===== src/rtl/alu_pkg.sv =====
// Shared widths and the command record for the ALU command queue.
package alu_pkg;

    localparam int ALU_W = 4;
    localparam int SEL_W = 3;

    typedef struct packed {
        logic [ALU_W-1:0] A;
        logic [ALU_W-1:0] B;
        logic [SEL_W-1:0] sel;
        logic             Cin;
    } alu_cmd_t;

endpackage


===== src/rtl/alu_cmd_mem.sv =====
// Command storage: DEPTH entries, one synchronous write port, one asynchronous read port.
module alu_cmd_mem
    import alu_pkg::*;
#(
    parameter int DEPTH = 4,
    parameter int AW    = $clog2(DEPTH)
) (
    input  logic          clk,
    input  logic          we,
    input  logic [AW-1:0] waddr,
    input  alu_cmd_t      wdata,
    input  logic [AW-1:0] raddr,
    output alu_cmd_t      rdata
);

    // Contents are intentionally left uninitialised; occupancy is tracked by the queue.
    alu_cmd_t mem [DEPTH];

    always_ff @(posedge clk) begin
        if (we) begin
            mem[waddr] <= wdata;
        end
    end

    assign rdata = mem[raddr];

endmodule


===== src/rtl/alu_cmd_queue.sv =====
// FIFO of ALU commands with drop counting; head fields are forced to zero when empty.
module alu_cmd_queue
    import alu_pkg::*;
#(
    parameter int DEPTH  = 4,
    parameter int DROP_W = 8
) (
    input  logic                     clk,
    input  logic                     reset,
    input  logic                     in_valid,
    output logic                     in_ready,
    input  logic [ALU_W-1:0]         in_A,
    input  logic [ALU_W-1:0]         in_B,
    input  logic [SEL_W-1:0]         in_sel,
    input  logic                     in_Cin,
    output logic                     out_valid,
    input  logic                     out_ready,
    output logic [ALU_W-1:0]         A,
    output logic [ALU_W-1:0]         B,
    output logic                     s2,
    output logic                     s1,
    output logic                     s0,
    output logic                     Cin,
    output logic [$clog2(DEPTH):0]   count,
    output logic [DROP_W-1:0]        drop_cnt
);

    localparam int AW = $clog2(DEPTH);
    localparam int CW = AW + 1;
    localparam logic [CW-1:0] FULL_CNT = CW'(DEPTH);

    logic [AW-1:0]     wr_ptr;
    logic [AW-1:0]     rd_ptr;
    logic [CW-1:0]     count_q;
    logic [DROP_W-1:0] drop_q;
    logic              push;
    logic              pop;
    logic              drop;
    alu_cmd_t          wr_cmd;
    alu_cmd_t          rd_cmd;
    alu_cmd_t          head;

    // in_ready looks only at registered occupancy, so a full queue never accepts even while popping.
    assign in_ready  = (count_q < FULL_CNT);
    assign out_valid = (count_q != '0);
    assign push      = in_valid & in_ready;
    assign pop       = out_valid & out_ready;
    assign drop      = in_valid & ~in_ready;

    assign wr_cmd = '{A: in_A, B: in_B, sel: in_sel, Cin: in_Cin};

    alu_cmd_mem #(
        .DEPTH (DEPTH),
        .AW    (AW)
    ) u_mem (
        .clk   (clk),
        .we    (push & ~reset),
        .waddr (wr_ptr),
        .wdata (wr_cmd),
        .raddr (rd_ptr),
        .rdata (rd_cmd)
    );

    // Pointers are AW bits wide and wrap naturally because DEPTH is a power of two.
    always_ff @(posedge clk) begin
        if (reset) begin
            wr_ptr  <= '0;
            rd_ptr  <= '0;
            count_q <= '0;
            drop_q  <= '0;
        end else begin
            if (push) begin
                wr_ptr <= wr_ptr + 1'b1;
            end
            if (pop) begin
                rd_ptr <= rd_ptr + 1'b1;
            end
            if (push && !pop) begin
                count_q <= count_q + 1'b1;
            end else if (pop && !push) begin
                count_q <= count_q - 1'b1;
            end
            if (drop && (drop_q != '1)) begin
                drop_q <= drop_q + 1'b1;
            end
        end
    end

    assign head     = out_valid ? rd_cmd : '0;
    assign A        = head.A;
    assign B        = head.B;
    assign s2       = head.sel[2];
    assign s1       = head.sel[1];
    assign s0       = head.sel[0];
    assign Cin      = head.Cin;
    assign count    = count_q;
    assign drop_cnt = drop_q;

endmodule


===== config.mk =====
export PLATFORM = sky130hd
export DESIGN_NAME = alu_cmd_queue
export DESIGN_NICKNAME = d
export VERILOG_FILES = /design/src/rtl/alu_pkg.sv /design/src/rtl/alu_cmd_mem.sv /design/src/rtl/alu_cmd_queue.sv
export SDC_FILE = /design/constraint.sdc
export NUM_CORES = 1
export LEC_CHECK = 0
export BUFFER_PORTS_ARGS = -buffer_cell sky130_fd_sc_hd__buf_4
export CAP_MARGIN = 40
export CORE_ASPECT_RATIO = 1.1
export CORE_MARGIN = 2
export CORE_UTILIZATION = 27
export CTS_CLUSTER_SIZE = 30
export DETAILED_ROUTE_END_ITERATION = 8
export MAX_ROUTING_LAYER = met4
export PLACE_DENSITY = 0.4
export SYNTH_ARGS = -nofsm -noshare
export SYNTH_HDL_FRONTEND = slang
export SYNTH_SLANG_ARGS = --single-unit

===== constraint.sdc =====
create_clock -name clk -period 2.4 [get_ports clk]
set_input_delay 0.12 -clock clk [delete_from_list [all_inputs] [get_ports clk]]
set_output_delay 0.12 -clock clk [all_outputs]
set_load 0.05 [all_outputs]

# Yosys cells after proc, flatten, opt, wreduce, memory -nomap -nowiden

Memory sizes are Yosys's and may differ from the RTL's. A register that Yosys moved wholly into a read port is not among the register bits.
Index checks and enable logic that the tools add are counted.

Flip-flop bits (word level): 15
RAM bits: 48
Bits of input ports: 16
Output and inout port bits: 25
Word-level logic and storage cells: 32
Memories kept: 1

Memories:

| memory    | words | bits a word | rd ports | clocked after Yosys merged registers in | wr ports | line              | RTL |
|---|---|---|---|---|---|---|---|
| u_mem.mem | 4     | 12          | 1        | 1                                       | 1        | alu_cmd_mem.sv:17 | `alu_cmd_t mem [DEPTH];` |

$add $sub $neg: 5
Magnitude comparators: 1
Equal/unequal tests: 1
Multiplexer cells: 7
Bitwise gates (word level): 6
Reductions and logical operators: 7

Operators with widths:

| operator              | number |
|---|---|
| $mux W12              | 1 |
| $add A8 B1 Y8 const B | 1 |
| $ne A8 B8 Y1 const B  | 1 |
| $mux W3               | 2 |
| $add A2 B1 Y2 const B | 2 |
| $and A1 B1 Y1         | 4 |
| $mux W2               | 2 |
| $add A3 B1 Y3 const B | 1 |
| $logic_and A1 B1 Y1   | 3 |
| $lt A3 B3 Y1 const B  | 1 |
| $reduce_bool A3 Y1    | 1 |
| $sub A3 B1 Y3 const B | 1 |
| $logic_not A1 Y1      | 2 |
| $mux W1               | 2 |
| $not A1 Y1            | 2 |
| $reduce_bool A2 Y1    | 1 |

# Depth between registers and ports, before layout

Word-level depth: 6
Gate-level depth with buffers: 8
Gate-level depth less buffers: 7

# Hierarchy

From an unflattened synthesis, not the netlist that was laid out.

Cell total of the unflattened synthesis: 156
Area, all modules: 2542.4 um^2

By module, submodules not included:

| module        | times used | cells an instance | area each (um^2) |
|---|---|---|---|
| alu_cmd_mem   | 1          | 66                | 1766.7 |
| alu_cmd_queue | 1          | 90                | 775.7 |

# Least setup slack after synthesis

Ideal clock, no wire load.

Path kind: register to register
Start point: register count_q[2] (netlist: count[2])
End point: register count_q[2] (netlist: count[2])
Arrival: 2170 ps
Path slack: 160 ps
Cell stages (with the launch flop): 9
Period minus slack after synthesis: 2240 ps
Path through: dfxtp_1 buf_4 o31ai_4 ha_1 inv_1 fa_1 xor2_1 or3_1 a21oi_1

Longest elaborated chain between the ends: 5
Elaborated cells on any way between the ends: 13

RTL lines:

| item                                                                  | line                                     | RTL |
|---|---|---|
| from (decl)                                                           | alu_cmd_queue.sv:34                      | `logic [CW-1:0] count_q;` |
| from (signal assigned)                                                | alu_cmd_queue.sv:79                      | `count_q <= count_q + 1'b1;` |
| from (signal assigned)                                                | alu_cmd_queue.sv:81                      | `count_q <= count_q - 1'b1;` |
| $lt A3 B3 Y1 / $reduce_bool A3 Y1 (equally long branches)             | alu_cmd_queue.sv:44, alu_cmd_queue.sv:45 |  |
| $and A1 B1 Y1 (on tied branches)                                      | alu_cmd_queue.sv:46, alu_cmd_queue.sv:47 |  |
| $logic_not A1 Y1 (on tied branches)                                   | alu_cmd_queue.sv:80, alu_cmd_queue.sv:78 |  |
| $logic_and A1 B1 Y1 (on tied branches)                                | alu_cmd_queue.sv:80, alu_cmd_queue.sv:78 |  |
| $reduce_bool A2 Y1 (no source line) / $mux W3 (equally long branches) | n/a                                      |  |

Parallel ways exist; a longest one is shown, timed or not. The select of a mux whose other input is x is not followed.
A chain may end at the register's enable or synchronous reset.

# Worst setup path after layout

Same ends and word-level chain as after synthesis.

==> run metrics <==
horizontal extent of the die=99.92 µm; critical setup path kind=reg2reg; half-perimeter wire length after placement=3.379 mm; switching fraction of total power=0.3700; Critical Path, Cell by Cell=o31ai_4 > ha_1 > inv_1 > fa_1 > xor2_1 > or3_1 > a21oi_1; final number of hold-violating endpoints=0; post-synthesis net count=193; top cell type's share of synthesized area=0.5275; crit start category=register; Hold Startpoint=reset; end of the worst register-to-register path=count[2]; Cell Count Post-Placement=332; sequential fraction of design power=0.381; number of storage elements in the synthesis netlist=65; unrepaired setup endpoints after global routing=false; Die Y=109.5 µm; area after detailed placement=3214 µm²; cell type of the slowest stage on the worst timing path=sky130_fd_sc_hd__dfxtp_1; number of H-tree levels=3; worst IR drop on VDD=389.5 µV; result of the run=completed; wire per inst=14.55 µm; signal arrival time at the worst endpoint=2.39 ns; sw power=1.365 mW; fin nets=258; # setup viols final=0; pin count of the biggest net entering global routing=20; register-to-register setup slack=0.28 ns; WP data required=2.67 ns; DRC violation count after routing=0; PortBufs=40; biggest area consumer among synthesized cells=sky130_fd_sc_hd__edfxtp_1; list of most frequent post-synthesis cells=sky130_fd_sc_hd__edfxtp_1 (48), sky130_fd_sc_hd__dfxtp_1 (17), sky130_fd_sc_hd__nor2b_1 (13); minimum clock period after layout=2.119 ns; max-slew headroom at the worst pin=0.6766; Layout Cell Area excl Fill=3521 µm²; area inside the core boundary=9842 µm²; Clock Skew=0.008223 ns; Post-synth EDFFs=48; wire length of the first global-routing pass=8.355 mm; Routed Wire Length=5.239 mm; number of DRC violations after detailed-routing iteration 0=53; total power=3.690 mW; critical path buffer and inverter count=1; met1 usage=0.1294; Max Freq=471.9 MHz; post-route ant nets=0; Post-Synthesis Mean Instance Area=16.07 µm²; proportion of power drawn by combinational gates=0.378; most frequently used flop master after synthesis=sky130_fd_sc_hd__edfxtp_1; highest net fanout along the worst path=13; global router's overall resource usage=0.1049; CTS tree=built; number of vias after detailed routing=1591; post-detailed-route via-to-cell ratio=4.419; met2 layer usage reported by global route=0.1612; internal power contribution=2.324 mW; destination of the worst hold path=drop_cnt[5]; clk slew on worst S/H paths=0.08 ns; final worst slack=0.2810 ns; gp weighted congestion=0.7119; share of synthesized area occupied by flip-flops and latches=0.6520; share of async-settable or async-resettable flops after synthesis=0; fraction of layout cells with a size suffix above 1=0.3417; die area=10940 µm²; stage delay of the slowest cell on the critical path=0.46 ns; Most Used Layer, Global Route=met2; power per cell area=1048 nW/µm²; count of buffers added by post-CTS timing repair for setup=0; Congestion Overflow GR=0; filler-free cell count of the finished design=360; vias in the first global route=1646; Clock Latency Late Sink=0.34 ns; CTS Buf Count=9; worst-case reg-to-reg path depth=7; number of library cell types mapped by synthesis=42; total number of placement rows=38; warning count from the yosys run=0; final period utilization=0.8829; path category of the worst min-delay check=in2reg; number of maximum-capacitance violations=0; Area Overhead vs Synth=28.85%; CP Capture Type=register; final max-slew violation count=0; number of primary I/O pins=41; CTS Buffer Depth=2; first-pass iteration count of the detailed router=4; cell depth of the worst min-delay path=2; CTS Root Cell=sky130_fd_sc_hd__clkbuf_8; reg2reg start=count[2]; share of the core filled with cells=0.3577; cell count after synthesis=170; leakage dissipation=1.284 nW; most repeated cell in the gate-level netlist after synthesis=sky130_fd_sc_hd__edfxtp_1; cell area after synthesis=2733 µm²; worst slew pin tran=0.4845 ns; CTS sink count=65; starting density of the core=0.2777; clock share of power=0.241; TNS Setup=0 ns; initial antenna violation count=0; worst slack on hold paths=0.09995 ns; pre-CTS setup slack=0.3002 ns; Area contributors post-synth=sky130_fd_sc_hd__edfxtp_1 (53%), sky130_fd_sc_hd__dfxtp_1 (12%), sky130_fd_sc_hd__mux4_2 (8.2%), sky130_fd_sc_hd__nor2b_1 (3.0%), sky130_fd_sc_hd__ha_1 (2.7%); number of antenna repair diodes=0; kind of cell with the highest combined delay on the critical path=adder cells; met3 global-route usage=0.02225
==> flip-flops by register name (all words and copies together), names as in the netlist, named ones only <==
signal     flops
u_mem.mem     48
wr_ptr         2
count          3
drop_cnt       8
rd_ptr         2
==> worst max-delay path by stage <==
stage	start	endpoint	slack, ns	cells past startpoint
finish	count[2]	count[2]	0.28	7
global route	count[2]	count[2]	0.05	7
CTS	count[2]	count[2]	0.26	7
detailed placement	count[2]	count[2]	0.30	7
global placement	count[2]	count[2]	0.34	7
floorplan	count[2]	count[2]	0.16	8
==> layer usage <==
metal  part of all wire  vias to the layer above
li1                   -                      777
met1               0.47                      768
met2               0.47                       36
met3              0.037                       10
met4              0.020                        0
met5                  0                        -
==> power by group through the flow <==
stage	clock, mW	combinational, mW	sequential (mW)
detailed placement	0	1.40	1.43
CTS	0.919	1.42	1.41
finish	0.889	1.40	1.40
floorplan	0	0.968	1.46
global placement	0	1.41	1.43
global route	0.965	1.50	1.42
==> layout by cell type, fill, tap and decap left out, types with 3 or more instances in the layout <==
cell / instances
sky130_fd_sc_hd__clkbuf_8: 9
sky130_fd_sc_hd__inv_1: 4
sky130_fd_sc_hd__dlygate4sd3_1: 12
sky130_fd_sc_hd__edfxtp_1: 48
sky130_fd_sc_hd__mux4_2: 10
sky130_fd_sc_hd__and4_1: 3
sky130_fd_sc_hd__nor2b_1: 13
sky130_fd_sc_hd__ha_1: 6
sky130_fd_sc_hd__mux2i_1: 3
sky130_fd_sc_hd__a21oi_1: 5
sky130_fd_sc_hd__xor2_1: 4
sky130_fd_sc_hd__buf_4: 49
sky130_fd_sc_hd__nor3_1: 4
sky130_fd_sc_hd__and2_1: 5
sky130_fd_sc_hd__dfxtp_1: 17
sky130_fd_sc_hd__nor2_1: 8
==> worst register-to-register path, delay by kind of cell, from the launching register on <==
family | cells | cell delay [ns]
AO/OA/AOI/OAI | 2 | 0.47
flip-flops | 1 | 0.46
XOR/XNOR | 1 | 0.16
AND/OR/NAND/NOR | 1 | 0.30
buffers and inverters | 1 | 0.06
adder cells (fa/ha/maj) | 2 | 0.62
==> repair_timing <==
item | in CTS | in global routing
hold buffers | 12 | 0
resized for setup | 0 | 0
endpoints found under the hold margin | 48 | 0
==> final cells by class <==
type | count | area, µm²
fillers | 965 | 6321
inverters | 5 | 18.77
well taps | 120 | 150.1
clock buffers | 10 | 127.6
repair buffers | 61 | 488.0
clock inverters | 6 | 58.81
multi-input cells | 93 | 895.9
flip-flops and latches | 65 | 1782
==> kinds of logic after synthesis <==
kind of cell,share of synthesized area
buf+inv,0.02198
simple gates,0.1117
compound gates,0.04533
mux,0.1181
flops,0.6520
xor+xnor,0.01602
fa+ha+maj,0.03480
(Power assumes the default switching activity.)
